`src/rtl/fetch_pkg.sv`:
```
// -----------------------------------------------------------------------------
// fetch_pkg
// Shared types and constants for the instruction-fetch stage.
//   fetch_entry_t : one prefetch FIFO entry {instr, pc} at the default 32/32
//                   widths (fetch_unit builds the same layout at its own widths)
//   fetch_state_e : fetch sequencer states
//   INSTR_BYTES   : PC increment per instruction
// -----------------------------------------------------------------------------
package fetch_pkg;

  localparam int FETCH_ADDR_WIDTH  = 32;
  localparam int FETCH_INSTR_WIDTH = 32;
  localparam int INSTR_BYTES       = 4;

  typedef enum logic [1:0] {
    IDLE  = 2'd0,
    RUN   = 2'd1,
    DRAIN = 2'd2
  } fetch_state_e;

  typedef struct packed {
    logic [FETCH_INSTR_WIDTH-1:0] instr;
    logic [FETCH_ADDR_WIDTH-1:0]  pc;
  } fetch_entry_t;

endpackage

```
`src/rtl/fetch_fifo.sv`:
```
// -----------------------------------------------------------------------------
// fetch_fifo
// Synchronous prefetch FIFO of fetch entries with flush.
//   clk, rst_n     : clock, asynchronous active-low reset
//   push, wdata    : write request and entry
//   pop            : remove head (ignored when empty)
//   flush          : discard all entries; wins over a push in the same cycle
//   rdata          : head entry (undefined when empty)
//   count          : number of stored entries
//   full, empty    : occupancy flags
// DEPTH must be a power of two so the pointers wrap naturally.
// -----------------------------------------------------------------------------
module fetch_fifo
  import fetch_pkg::*;
#(
  parameter int  DEPTH   = 4,
  parameter type entry_t = fetch_entry_t
) (
  input  logic                   clk,
  input  logic                   rst_n,
  input  logic                   push,
  input  entry_t                 wdata,
  input  logic                   pop,
  input  logic                   flush,
  output entry_t                 rdata,
  output logic [$clog2(DEPTH):0] count,
  output logic                   full,
  output logic                   empty
);

  localparam int PTR_W = $clog2(DEPTH);

  typedef logic [PTR_W-1:0] ptr_t;
  typedef logic [PTR_W:0]   cnt_t;

  localparam cnt_t DEPTH_CNT = cnt_t'(DEPTH);

  entry_t mem [DEPTH];
  ptr_t   wr_ptr;
  ptr_t   rd_ptr;
  logic   do_push;
  logic   do_pop;

  assign empty   = (count == '0);
  assign full    = (count == DEPTH_CNT);
  assign do_pop  = pop && !empty;
  // A push into a full FIFO is accepted only when the head leaves in the same cycle.
  assign do_push = push && (!full || do_pop);
  assign rdata   = mem[rd_ptr];

  // NOTE: sequential state is assigned with <= so every register samples the
  // values from before the edge, independent of statement order.
  always_ff @(posedge clk or negedge rst_n) begin
    if (!rst_n) begin
      wr_ptr <= '0;
      rd_ptr <= '0;
      count  <= '0;
    end else if (flush) begin
      wr_ptr <= '0;
      rd_ptr <= '0;
      count  <= '0;
    end else begin
      if (do_push) wr_ptr <= wr_ptr + ptr_t'(1);
      if (do_pop)  rd_ptr <= rd_ptr + ptr_t'(1);
      count <= count + cnt_t'(do_push) - cnt_t'(do_pop);
    end
  end

  // NOTE: the storage array has no reset; validity is tracked by count alone,
  // so clearing the data would only cost a reset net on every bit.
  always_ff @(posedge clk) begin
    if (do_push && !flush) mem[wr_ptr] <= wdata;
  end

endmodule

```
`src/rtl/fetch_unit.sv`:
```
// -----------------------------------------------------------------------------
// fetch_unit
// Instruction-fetch stage: issues sequential word-aligned fetches over a
// valid/ready channel, buffers in-order responses in a prefetch FIFO and hands
// {instr, pc} to decode. A redirect flushes wrong-path work and restarts at
// the new PC; responses still in flight are counted down and dropped.
//
// Ports
//   clk_i, rst_i        : clock, asynchronous active-low reset
//   imem_req_o/addr_o   : fetch request valid and word address
//   imem_gnt_i          : request accepted
//   imem_rvalid_i/rdata : in-order, non-stallable response
//   redirect_i/pc_i     : single-cycle restart pulse and target (bits [1:0] ignored)
//   instr_valid_o       : head entry valid
//   instr_ready_i       : decode takes the head
//   instr_o, instr_pc_o : head instruction and its PC (zero when not valid)
//
// Build option
//   FETCH_BYPASS_EN : when defined, a response arriving into an empty FIFO
//                     with nothing to drop is presented to decode in the same
//                     cycle, and skips the FIFO if decode takes it.
// -----------------------------------------------------------------------------
module fetch_unit
  import fetch_pkg::*;
#(
  parameter int                    ADDR_WIDTH  = 32,
  parameter int                    INSTR_WIDTH = 32,
  parameter int                    FIFO_DEPTH  = 4,
  parameter logic [ADDR_WIDTH-1:0] RESET_PC    = '0
) (
  input  logic                   clk_i,
  input  logic                   rst_i,
  output logic                   imem_req_o,
  output logic [ADDR_WIDTH-1:0]  imem_addr_o,
  input  logic                   imem_gnt_i,
  input  logic                   imem_rvalid_i,
  input  logic [INSTR_WIDTH-1:0] imem_rdata_i,
  input  logic                   redirect_i,
  input  logic [ADDR_WIDTH-1:0]  redirect_pc_i,
  output logic                   instr_valid_o,
  input  logic                   instr_ready_i,
  output logic [INSTR_WIDTH-1:0] instr_o,
  output logic [ADDR_WIDTH-1:0]  instr_pc_o
);

  localparam int CNT_W = $clog2(FIFO_DEPTH) + 1;

  localparam logic [ADDR_WIDTH-1:0] PC_STEP    = ADDR_WIDTH'(INSTR_BYTES);
  localparam logic [ADDR_WIDTH-1:0] ALIGN_MASK = ~ADDR_WIDTH'(INSTR_BYTES - 1);

  typedef logic [CNT_W-1:0] cnt_t;

  // Same layout as fetch_entry_t, sized by this instance's parameters.
  typedef struct packed {
    logic [INSTR_WIDTH-1:0] instr;
    logic [ADDR_WIDTH-1:0]  pc;
  } entry_t;

  fetch_state_e          state;
  logic [ADDR_WIDTH-1:0] fetch_pc;
  logic [ADDR_WIDTH-1:0] resp_pc;
  logic [ADDR_WIDTH-1:0] redirect_target;
  cnt_t                  outstanding;
  cnt_t                  drop_cnt;
  cnt_t                  drop_next;
  cnt_t                  outstanding_after;
  cnt_t                  issue_cnt;
  cnt_t                  rvalid_cnt;
  cnt_t                  fifo_count;
  logic                  issue;
  logic                  resp_accept;
  logic                  fifo_push;
  logic                  fifo_pop;
  logic                  fifo_full;
  logic                  fifo_empty;
  entry_t                resp_entry;
  entry_t                fifo_head;
  entry_t                head;

  assign redirect_target = redirect_pc_i & ALIGN_MASK;

  // Credit rule: buffered plus in-flight never exceeds the FIFO depth, which
  // is what lets responses arrive without backpressure.
  assign imem_req_o  = (state == RUN) && !redirect_i && !fifo_full &&
                       ((int'(fifo_count) + int'(outstanding)) < FIFO_DEPTH);
  assign imem_addr_o = fetch_pc;

  assign issue             = imem_req_o && imem_gnt_i;
  assign issue_cnt         = cnt_t'(issue);
  assign rvalid_cnt        = cnt_t'(imem_rvalid_i);
  assign outstanding_after = outstanding - rvalid_cnt;

  // A response is kept only on the correct path: nothing left to drop and no
  // redirect killing it in this very cycle.
  assign resp_accept = imem_rvalid_i && !redirect_i && (drop_cnt == '0);
  assign resp_entry  = '{instr: imem_rdata_i, pc: resp_pc};

  // Responses to drop: on a redirect, everything still in flight once this
  // cycle's response (itself discarded) has been counted.
  // NOTE: combinational blocks assign a default first so no path leaves the
  // output unassigned, which would infer a latch.
  always_comb begin
    drop_next = drop_cnt;
    if (redirect_i) begin
      drop_next = outstanding_after;
    end else if (imem_rvalid_i && (drop_cnt != '0)) begin
      drop_next = drop_cnt - cnt_t'(1);
    end
  end

  always_ff @(posedge clk_i or negedge rst_i) begin
    if (!rst_i) begin
      state       <= IDLE;
      fetch_pc    <= RESET_PC;
      resp_pc     <= RESET_PC;
      outstanding <= '0;
      drop_cnt    <= '0;
    end else begin
      outstanding <= outstanding + issue_cnt - rvalid_cnt;
      drop_cnt    <= drop_next;

      if (redirect_i) begin
        fetch_pc <= redirect_target;
        resp_pc  <= redirect_target;
      end else begin
        if (issue)       fetch_pc <= fetch_pc + PC_STEP;
        if (resp_accept) resp_pc  <= resp_pc + PC_STEP;
      end

      case (state)
        IDLE:    state <= RUN;
        RUN:     if (redirect_i && (outstanding_after != '0)) state <= DRAIN;
        // Leaves as soon as the last stale response is seen, even if a second
        // redirect arrives meanwhile; a redirect that finds nothing in flight
        // also lands back in RUN.
        DRAIN:   if (drop_next == '0) state <= RUN;
        default: state <= IDLE;
      endcase
    end
  end

  // Only a real head leaves the FIFO; the redirect flush leaves a same-cycle
  // pop intact because the head is read before the edge.
  assign fifo_pop = !fifo_empty && instr_ready_i;

`ifdef FETCH_BYPASS_EN
  logic bypass;

  assign bypass        = fifo_empty && resp_accept;
  assign fifo_push     = resp_accept && !(bypass && instr_ready_i);
  assign instr_valid_o = !fifo_empty || bypass;
  assign head          = fifo_empty ? resp_entry : fifo_head;
`else
  assign fifo_push     = resp_accept;
  assign instr_valid_o = !fifo_empty;
  assign head          = fifo_head;
`endif

  // Gate the head so decode sees zeros instead of stale storage when idle.
  assign instr_o    = instr_valid_o ? head.instr : '0;
  assign instr_pc_o = instr_valid_o ? head.pc    : '0;

  fetch_fifo #(
    .DEPTH   (FIFO_DEPTH),
    .entry_t (entry_t)
  ) u_fifo (
    .clk   (clk_i),
    .rst_n (rst_i),
    .push  (fifo_push),
    .wdata (resp_entry),
    .pop   (fifo_pop),
    .flush (redirect_i),
    .rdata (fifo_head),
    .count (fifo_count),
    .full  (fifo_full),
    .empty (fifo_empty)
  );

endmodule

```
`config.mk`:
```
export PLATFORM = sky130hd
export DESIGN_NAME = fetch_unit
export DESIGN_NICKNAME = d
export VERILOG_FILES = /design/src/rtl/fetch_pkg.sv /design/src/rtl/fetch_fifo.sv /design/src/rtl/fetch_unit.sv
export SDC_FILE = /design/constraint.sdc
export NUM_CORES = 1
export LEC_CHECK = 0
export ABC_AREA = 1
export BUFFER_PORTS_ARGS = -buffer_cell sky130_fd_sc_hd__buf_2
export CORE_MARGIN = 8
export CORE_UTILIZATION = 50
export DETAILED_ROUTE_END_ITERATION = 7
export GPL_TIMING_DRIVEN = 0
export PLACE_DENSITY = 0.7
export SETUP_SLACK_MARGIN = 0.05
export SYNTH_ARGS = -nofsm -noshare
export SYNTH_HDL_FRONTEND = slang
export SYNTH_SLANG_ARGS = --single-unit
```
`constraint.sdc`:
```
create_clock -name clk_i -period 5.6 [get_ports clk_i]
set_input_delay 0.28 -clock clk_i [delete_from_list [all_inputs] [get_ports clk_i]]
set_output_delay 0.28 -clock clk_i [all_outputs]
set_load 0.01 [all_outputs]
```
==> impl.org, run 1 <==
** Outcome
- The run finished with clean final reports.

** Flow run
- # Max-Cap Violations :: 0

** Cells and area
- Count of fill cells added during filler insertion :: 2501
- In the final design database the tool counted 1859 nets.
- Summing all multi-input logic gate instances after layout gives 0.004771 mm2.
- Synthesis-to-finish area growth :: 20.30%
- Registers take 0.009324 mm2.
- Cells with a size suffix above 1 make up 14.18% of the layout.
- Post-layout instance area :: 0.01773 mm2
- The number of antenna diodes in the final layout is 0.
- The library cell used most frequently in the layout, excluding fill and tap cells, is nor2_1.
- Highest-count cells in the layout ignoring fill and taps :: nor2_1 (348), nand2_1 (270), edfxtp_1 (248)

** Synthesis
- Dividing the synthesized area by the synthesized cell count gives 9.640 um2.
- Portion of synthesized cell area occupied by the leading cell type :: 50.53%
- Number of warning messages in the yosys log :: 0
- Synthesis instantiated 37 different standard cells from the library.
- Summed over all instances, the cell type with the most area after synthesis is edfxtp_1.
- Counting flops and latches in the post-synthesis netlist gives 323.
- The synthesized netlist occupies a cell area of 0.01474 mm2.
- Most area-consuming cells after synthesis :: edfxtp_1 (51%), dfrtp_1 (13%), nor2_1 (9.0%), nand2_1 (6.9%), o21ai_0 (5.1%)
- Summing the sequential cell areas from Yosys gives 63.26% of the chip area.
- After technology mapping, the gate count stands at 1529.

** Critical path
- For the worst flop-to-flop path, the logic depth is 11.
- Tracing the worst setup path back leads to its startpoint at u_fifo.rd_ptr[1].
- Arrival @ worst endpoint :: 2.60 ns
- Endpoint class of the critical path :: output pin
- Setup slack on the worst reg-to-reg path comes out at 2.95 ns.
- Required time of the critical path :: 5.32 ns
- Critical Path Fanout Max :: 10
- Crit Reg-Reg Endpoint :: u_fifo.count[2]
- Setup CP Type :: register to output pin
- Critical path launch point type :: register
- In this run the critical register-to-register path is launched from drop_cnt[0].

** Clock network
- TritonCTS clock tree :: built
- The H-tree generated during clock tree synthesis spans 2 levels.
- Buffers added to address setup during post-CTS repair amount to 0.
- After clock tree synthesis, the clock-pin slew on the worst setup and hold paths is 0.06 ns.
- The root buffer cell chosen for the clock tree is clkbuf_16.
- Clock Path Buffers :: 3
- Number of buffers inserted during clock tree synthesis :: 35
- Clock latency of the later-clocked register in the worst-skew pair :: 0.51 ns
- Clock Sinks :: 323

** Detailed routing
- Final routed DRC violation total :: 0
- For this run, the detailed router's first-pass iteration total came to 6.
- Routed Antenna Nets :: 0
- Post-detailed-routing wire length :: 40410 um
- After detailed routing, the average wire length per cell comes to 18.47 um.
- After detailed routing, the number of vias per cell comes to 5.424.
- For this block, the initial DRC count from the detailed router was 992.
- Total via count in the routed design :: 11868

** Placed design
- Area post-placement :: 0.01626 mm2
- The congestion estimate from routability-driven global placement came to 0.9124.
- Detailed placer's ending HPWL :: 27630 um
- During placement, the flow inserted port buffers numbering 160.

** STA
- The clock arrives with 0.01341 ns of skew.
- Tmin final :: 2.877 ns
- Fraction of the cycle the final worst path needs :: 51.37%
- Tightest Pin Transition :: 0.8715 ns
- Setup repair after global routing left no endpoint under its margin.
- The count of final hold-check violations came to 0.
- The worst pin sits at a relative slew slack of 41.51%.
- Setup violations remaining at the end of the flow were counted as 0.
- Worst hold-check slack :: 0.03483 ns
- Maximum achievable frequency :: 0.3476 GHz
- The number of pins exceeding their max-slew limit in the final report is 0.

** Pwr
- Worst IR drop on VDD :: 0.2602 mV
- Summed over all cells, the static leakage comes to 7.130 nW.
- Power density of the placed cells :: 410.7 mW/mm2
- The design draws 7.282 mW.

** Floorplan
- Once the floorplan was initialized, standard cells occupied 50.26% of the core.
- For this design the top-level I/O count stands at 168.
- DIE HEIGHT :: 187.7 um
- Total Die Area :: 0.03523 mm2
- Area of the core :: 0.02932 mm2
- Cell row count :: 63
- Measured along the x axis, the die boundary spans 187.7 um.

** Hold path
- The worst hold path begins at redirect_pc_i[20].
- Number of cells on the worst hold path :: 3
- Worst hold-check path type :: input port to register
- For hold timing, the worst endpoint is resp_pc[20].

** Global route
- Overflow left after global routing :: 0
- Total routing resource utilization after global routing :: 22.41%
- The via count of the first global-routing pass is 11427.
- Number of antenna violations at the first check in global routing :: 0
- Wire length of the first global-routing pass :: 63080 um
- Entering global routing, the biggest net connects 40 pins.
## repair_timing
action | 4_1_cts | 5_1_grt
resized for setup | 0 | 0
hold buffers | 33 | 0
hold endpoints to repair | 166 | 0
## Yosys cell counts
cell / number
conb_1: 1
nor2_4: 2
and2_1: 1
clkinv_1: 1
a31oi_1: 4
nand2_2: 2
a21oi_1: 83
nand4_1: 12
edfxtp_1: 248
o21ai_1: 2
o211ai_1: 14
o311ai_0: 1
nor2_2: 3
and3_1: 1
nand3_1: 81
o221ai_1: 1
nor2_1: 352
a22oi_1: 2
o21bai_1: 1
inv_2: 5
nor3_1: 11
xnor2_1: 6
buf_6: 1
inv_1: 96
ha_1: 16
buf_4: 6
or2_2: 2
buf_2: 14
xor2_1: 12
clkbuf_1: 33
nand2_1: 270
dfrtp_1: 75
fa_1: 2
buf_1: 14
nand3b_1: 4
o21ai_0: 149
o31ai_1: 1
## layout make-up
| class | count | share of cell area, % |
|---|---|---|
| Buffer | 68 | 1.708 |
| Clock buffer | 43 | 5.229 |
| Clock inverter | 21 | 1.207 |
| Inverter | 102 | 2.159 |
| Multi-Input combinational cell | 1039 | 26.91 |
| Sequential cell | 323 | 52.59 |
| Tap cell | 390 | 2.752 |
| Timing Repair Buffer | 202 | 7.452 |
## power breakdown
group	switching, mW	total, mW	internal (mW)
Sequential	0.213	2.98	2.77
Clock	0.917	2.28	1.37
Combinational	1.35	2.01	0.668
Total	2.48	7.28	4.81
## how the worst max path moves through the flow
stage / to / cells past startpoint
detailed placement: u_fifo.mem[0][25] / 7
global route: instr_pc_o[2] / 7
floorplan: u_fifo.mem[0][10] / 6
CTS: instr_pc_o[11] / 7
finish: instr_pc_o[11] / 7
global placement: u_fifo.mem[1][30] / 6
## routing by layer
layer  routed length, um  global-route usage, %  vias up
met2               18900                  36.48      501
met4                1062                  7.091        0
li1                    -                      -     5633
met5                   0                      0        -
met3                2857                  3.622       66
met1               17590                  30.47     5668
## registers in the layout (all words and copies together), names as in the netlist
signal	flops
drop_cnt	3
u_fifo.rd_ptr	2
state	2
imem_addr_o	30
resp_pc	30
u_fifo.wr_ptr	2
u_fifo.count	3
u_fifo.mem	248
outstanding	3
## worst max-delay path, stage by stage, from the launching register on
cell and delay (ns):
dfrtp_1 0.32, clkbuf_1 0.44, inv_2 0.24, clkbuf_1 0.32, nor2_1 0.17, o21ai_0 0.09
a21oi_1 0.31, buf_2 0.20
## kinds of logic (layout without fill, tap and decap cells)
logic type	count (synthesis)	count (layout)	share of synthesized area [%]
xor+xnor	18	18	1.070
simple gates	741	741	20.21
compound gates	258	258	9.151
buf+inv	170	436	4.652
fa+ha+maj	18	18	1.630
other cells	1	4	0.02544
flops	323	323	63.26
## metrics by stage
step / setup TNS (ns) / setup WS (ns) / cells / utilization [%]
after floorplan: 0 / 1.339 / 1532 / -
after global placement: -207.59 / -0.9340 / 2082 / 54.70
after detailed placement: 0 / 2.699 / 2091 / 55.45
after CTS: 0 / 2.639 / 2188 / 60.47
after global routing: 0 / 2.550 / 2188 / 60.47
final: 0 / 2.723 / 2188 / 60.47
Note: power is estimated with default switching activity, not from simulation.
==> run 2: changes to the inputs <==
--- a/config.mk
+++ b/config.mk
@@ -11,7 +11,7 @@
 export CORE_UTILIZATION = 50
 export DETAILED_ROUTE_END_ITERATION = 7
 export GPL_TIMING_DRIVEN = 0
-export PLACE_DENSITY = 0.7
+export PLACE_DENSITY = 0.73
 export SETUP_SLACK_MARGIN = 0.05
 export SYNTH_ARGS = -nofsm -noshare
 export SYNTH_HDL_FRONTEND = slang
==> constraint.sdc (replaced) <==
create_clock -name clk_i -period 2.34 [get_ports clk_i]
set_input_delay 0.117 -clock clk_i [delete_from_list [all_inputs] [get_ports clk_i]]
set_output_delay 0.117 -clock clk_i [all_outputs]
set_load 0.01 [all_outputs]
==> run 2 against run 1 <==
Register-to-register slack worse by 2.9 ns; non-clock buffer count up 44; utilization up 2.3 points; critical endpoint is now outstanding[2].
==> impl.org, run 2 (synthesis gave the netlist of run 1 again) <==
** Outcome
- The run finished with clean final reports.

** Global route
- The layer flagged by global routing as most heavily used is met2.
- Total routing resource utilization after global routing :: 23.03%
- For met2 alone, demand over resource in global routing was 38.42%.
- Pin count of the biggest net entering global routing :: 40
- Global routing used 29.64% of the available met1 tracks.
- The first global-routing pass estimated 64740 um of wire.
- Global routing used 4.253% of the available met3 tracks.
- Overflow left after global routing :: 0
- The initial antenna violation count came to 0.
- The via count of the first global-routing pass came to 12066.

** Detailed routing
- Detailed-route vias per instance :: 5.478
- The first TritonRoute pass finished after 6 iterations.
- Routed Antenna Nets :: 0
- Detailed routing inserted a total of 12222 vias.
- After the first detailed-routing iteration, the DRC count stood at 1298.
- Dividing the detail-routed wire length by the instance count gives 18.66 um.
- Post-detailed-routing wire length :: 41630 um
- Final routed DRC violation total :: 0

** Critical path
- Endpoint class of the critical path :: register
- For the worst setup path, the data required time is 2.73 ns.
- The startpoint identified for the worst register-to-register timing path is u_fifo.count[2].
- Along the worst path, the maximum fanout reaches 4.
- The critical path is of the register to register type.
- The worst setup path is launched from a register.
- The most critical setup path has its startpoint at u_fifo.count[2].
- Arrival @ worst endpoint :: 2.69 ns

** Flow run
- The tool flagged a number of max-cap violations equal to 0.

** Cells and area
- The number of antenna diodes in the final layout is 0.
- Leaving out fill and tap cells, the most frequent cell in the layout is nor2_1.
- Highest-count cells in the layout ignoring fill and taps :: nor2_1 (346), nand2_1 (270), edfxtp_1 (248)
- Biggest register :: u_fifo.mem
- The register with the most flip-flops in the layout has 248 of them.
- For this run, the post-layout net count is 1904.
- Fraction of final layout cells sized beyond drive strength 1 :: 17.87%
- Fill cells in the final layout number 2293.
- Registers take 0.009328 mm2.
- Compared with the post-synthesis result, the final layout area differs by 24.94%.
- Multi-input gate area in the final layout :: 0.004922 mm2

** STA
- In this run the tightest slew margin relative to its limit is 50.14%.
- Maximum achievable frequency :: 0.4340 GHz
- Fraction of the cycle the final worst path needs :: 98.46%
- Final slew viol count :: 0
- Tmin final :: 2.304 ns
- Setup violations remaining at the end of the flow were counted as 0.
- Setup repair after global routing missed its margin :: yes
- Worst hold-check slack :: 0.06187 ns
- Tightest Pin Transition :: 0.7471 ns
- Clk_skew :: 0.01503 ns
- Setup slack on the critical path of the routed design comes to 0.03609 ns.
- The count of final hold-check violations is 0.

** Pwr
- Power density of the placed cells :: 978.8 mW/mm2
- Power after layout :: 18.02 mW
- Worst IR drop on VDD :: 0.5891 mV
- In this run the static leakage power is 7.448 nW.

** Hold path
- Worst hold-check path type :: input port to register
- In this run the most critical hold path is launched from instr_ready_i.

** Clock network
- In this run the clock root is driven by a clkbuf_16.
- H-tree Lvls :: 2
- Counting along the longest clock path gives a buffer depth of 3.
- Clock Sinks :: 323
- Number of buffers inserted during clock tree synthesis :: 34
- After clock tree synthesis, the clock-pin slew on the worst setup and hold paths is 0.06 ns.
- TritonCTS clock tree :: built
- For the worst-skew pair, the clock arrives at the later sink with an insertion delay of 0.52 ns.

** Placed design
- Post-placement setup slack :: -0.2017 ns
- After legalization and detailed placement, the total HPWL measured 27490 um.
- Input and output buffers added on the ports amount to 160.
- Final weighted congestion in routability-driven placement :: 0.9430

** Floorplan
- After floorplanning, the core was divided into 63 placement rows.
- The initial utilization of the core area, before any placement, comes to 50.26%.
- Die X-Extent :: 187.7 um
- Total Die Area :: 0.03523 mm2
- During I/O placement, the number of pins put on the boundary was 168.
- From bottom edge to top edge, the die measures 187.7 um.
- The core region is 0.02932 mm2.
-- run 2: changes by cell type in the layout (fill, tap and decap cells not counted), moves of 6 or more --
cell | before | now
buf_1 | 14 | 6
dlygate4sd3_1 | 33 | 63
clkinv_1 | 11 | 4
clkbuf_2 | 0 | 16
clkbuf_1 | 40 | 18
clkbuf_4 | 0 | 6
buf_4 | 7 | 28
-- run 2: final cells by class --
class                           count  share of cell area, %
Multi-Input combinational cell   1041                  26.73
Sequential cell                   323                  50.65
Inverter                          102                  2.093
Tap cell                          390                  2.650
Buffer                             66                  2.086
Timing Repair Buffer              248                  9.607
Clock inverter                     15                  1.203
Clock buffer                       46                  4.980
-- run 2: power by group --
group	internal, mW	total (mW)	switching, mW
combinational	1.98	5.37	3.39
sequential	6.64	7.15	0.511
clock	3.32	5.51	2.18
total	11.9	18.0	6.08
-- run 2: final timing paths --
kind | endpoint | slack, ns | cells past startpoint
worst max-delay path | outstanding[2] | 0.04 | 11
worst min-delay path | u_fifo.wr_ptr[1] | 0.06 | 4
worst max register to register | outstanding[2] | 0.04 | 11
worst min register to register | state[0] | 0.48 | 1
max in group asynchronous | u_fifo.count[1] | 1.58 | 3
min in group asynchronous | imem_addr_o[24] | 0.13 | 2
-- run 2: critical path, cell delays in order, from the launching register on --
cell and delay, ns:
dfrtp_1 0.41, ha_1 0.28, nor2_1 0.08, nand3_1 0.12, nor2_4 0.14, nand2_4 0.07
ha_4 0.26, inv_2 0.03, ha_4 0.14, fa_2 0.37, xnor2_2 0.14, xor2_1 0.14
-- run 2: per-stage QoR --
step,util (%),std cells,instance area [um2],setup TNS (ns)
after global routing,62.80,2231,18420,-0.05186
after CTS,62.32,2224,18270,0
final,62.80,2231,18420,0
after floorplan,-,1532,14860,-0.04862
after detailed placement,55.77,2091,16350,-7.707
after global placement,55.07,2082,16150,-168.48
-- run 2: layer usage --
layer | part of all wire [%] | wire length, um
met1 | 40 | 16520
met2 | 48 | 19830
met3 | 9.4 | 3917
met4 | 3.3 | 1369
met5 | 0 | 0
-- run 2: timing repair --
action / in CTS / in global routing
cloned: 2 / 0
hold buffers: 63 / 0
resized for setup: 37 / 52
pin swaps: 10 / 7
buffers inserted: 8 / 8
setup endpoints to repair: 176 / 85
hold endpoints to repair: 221 / 0
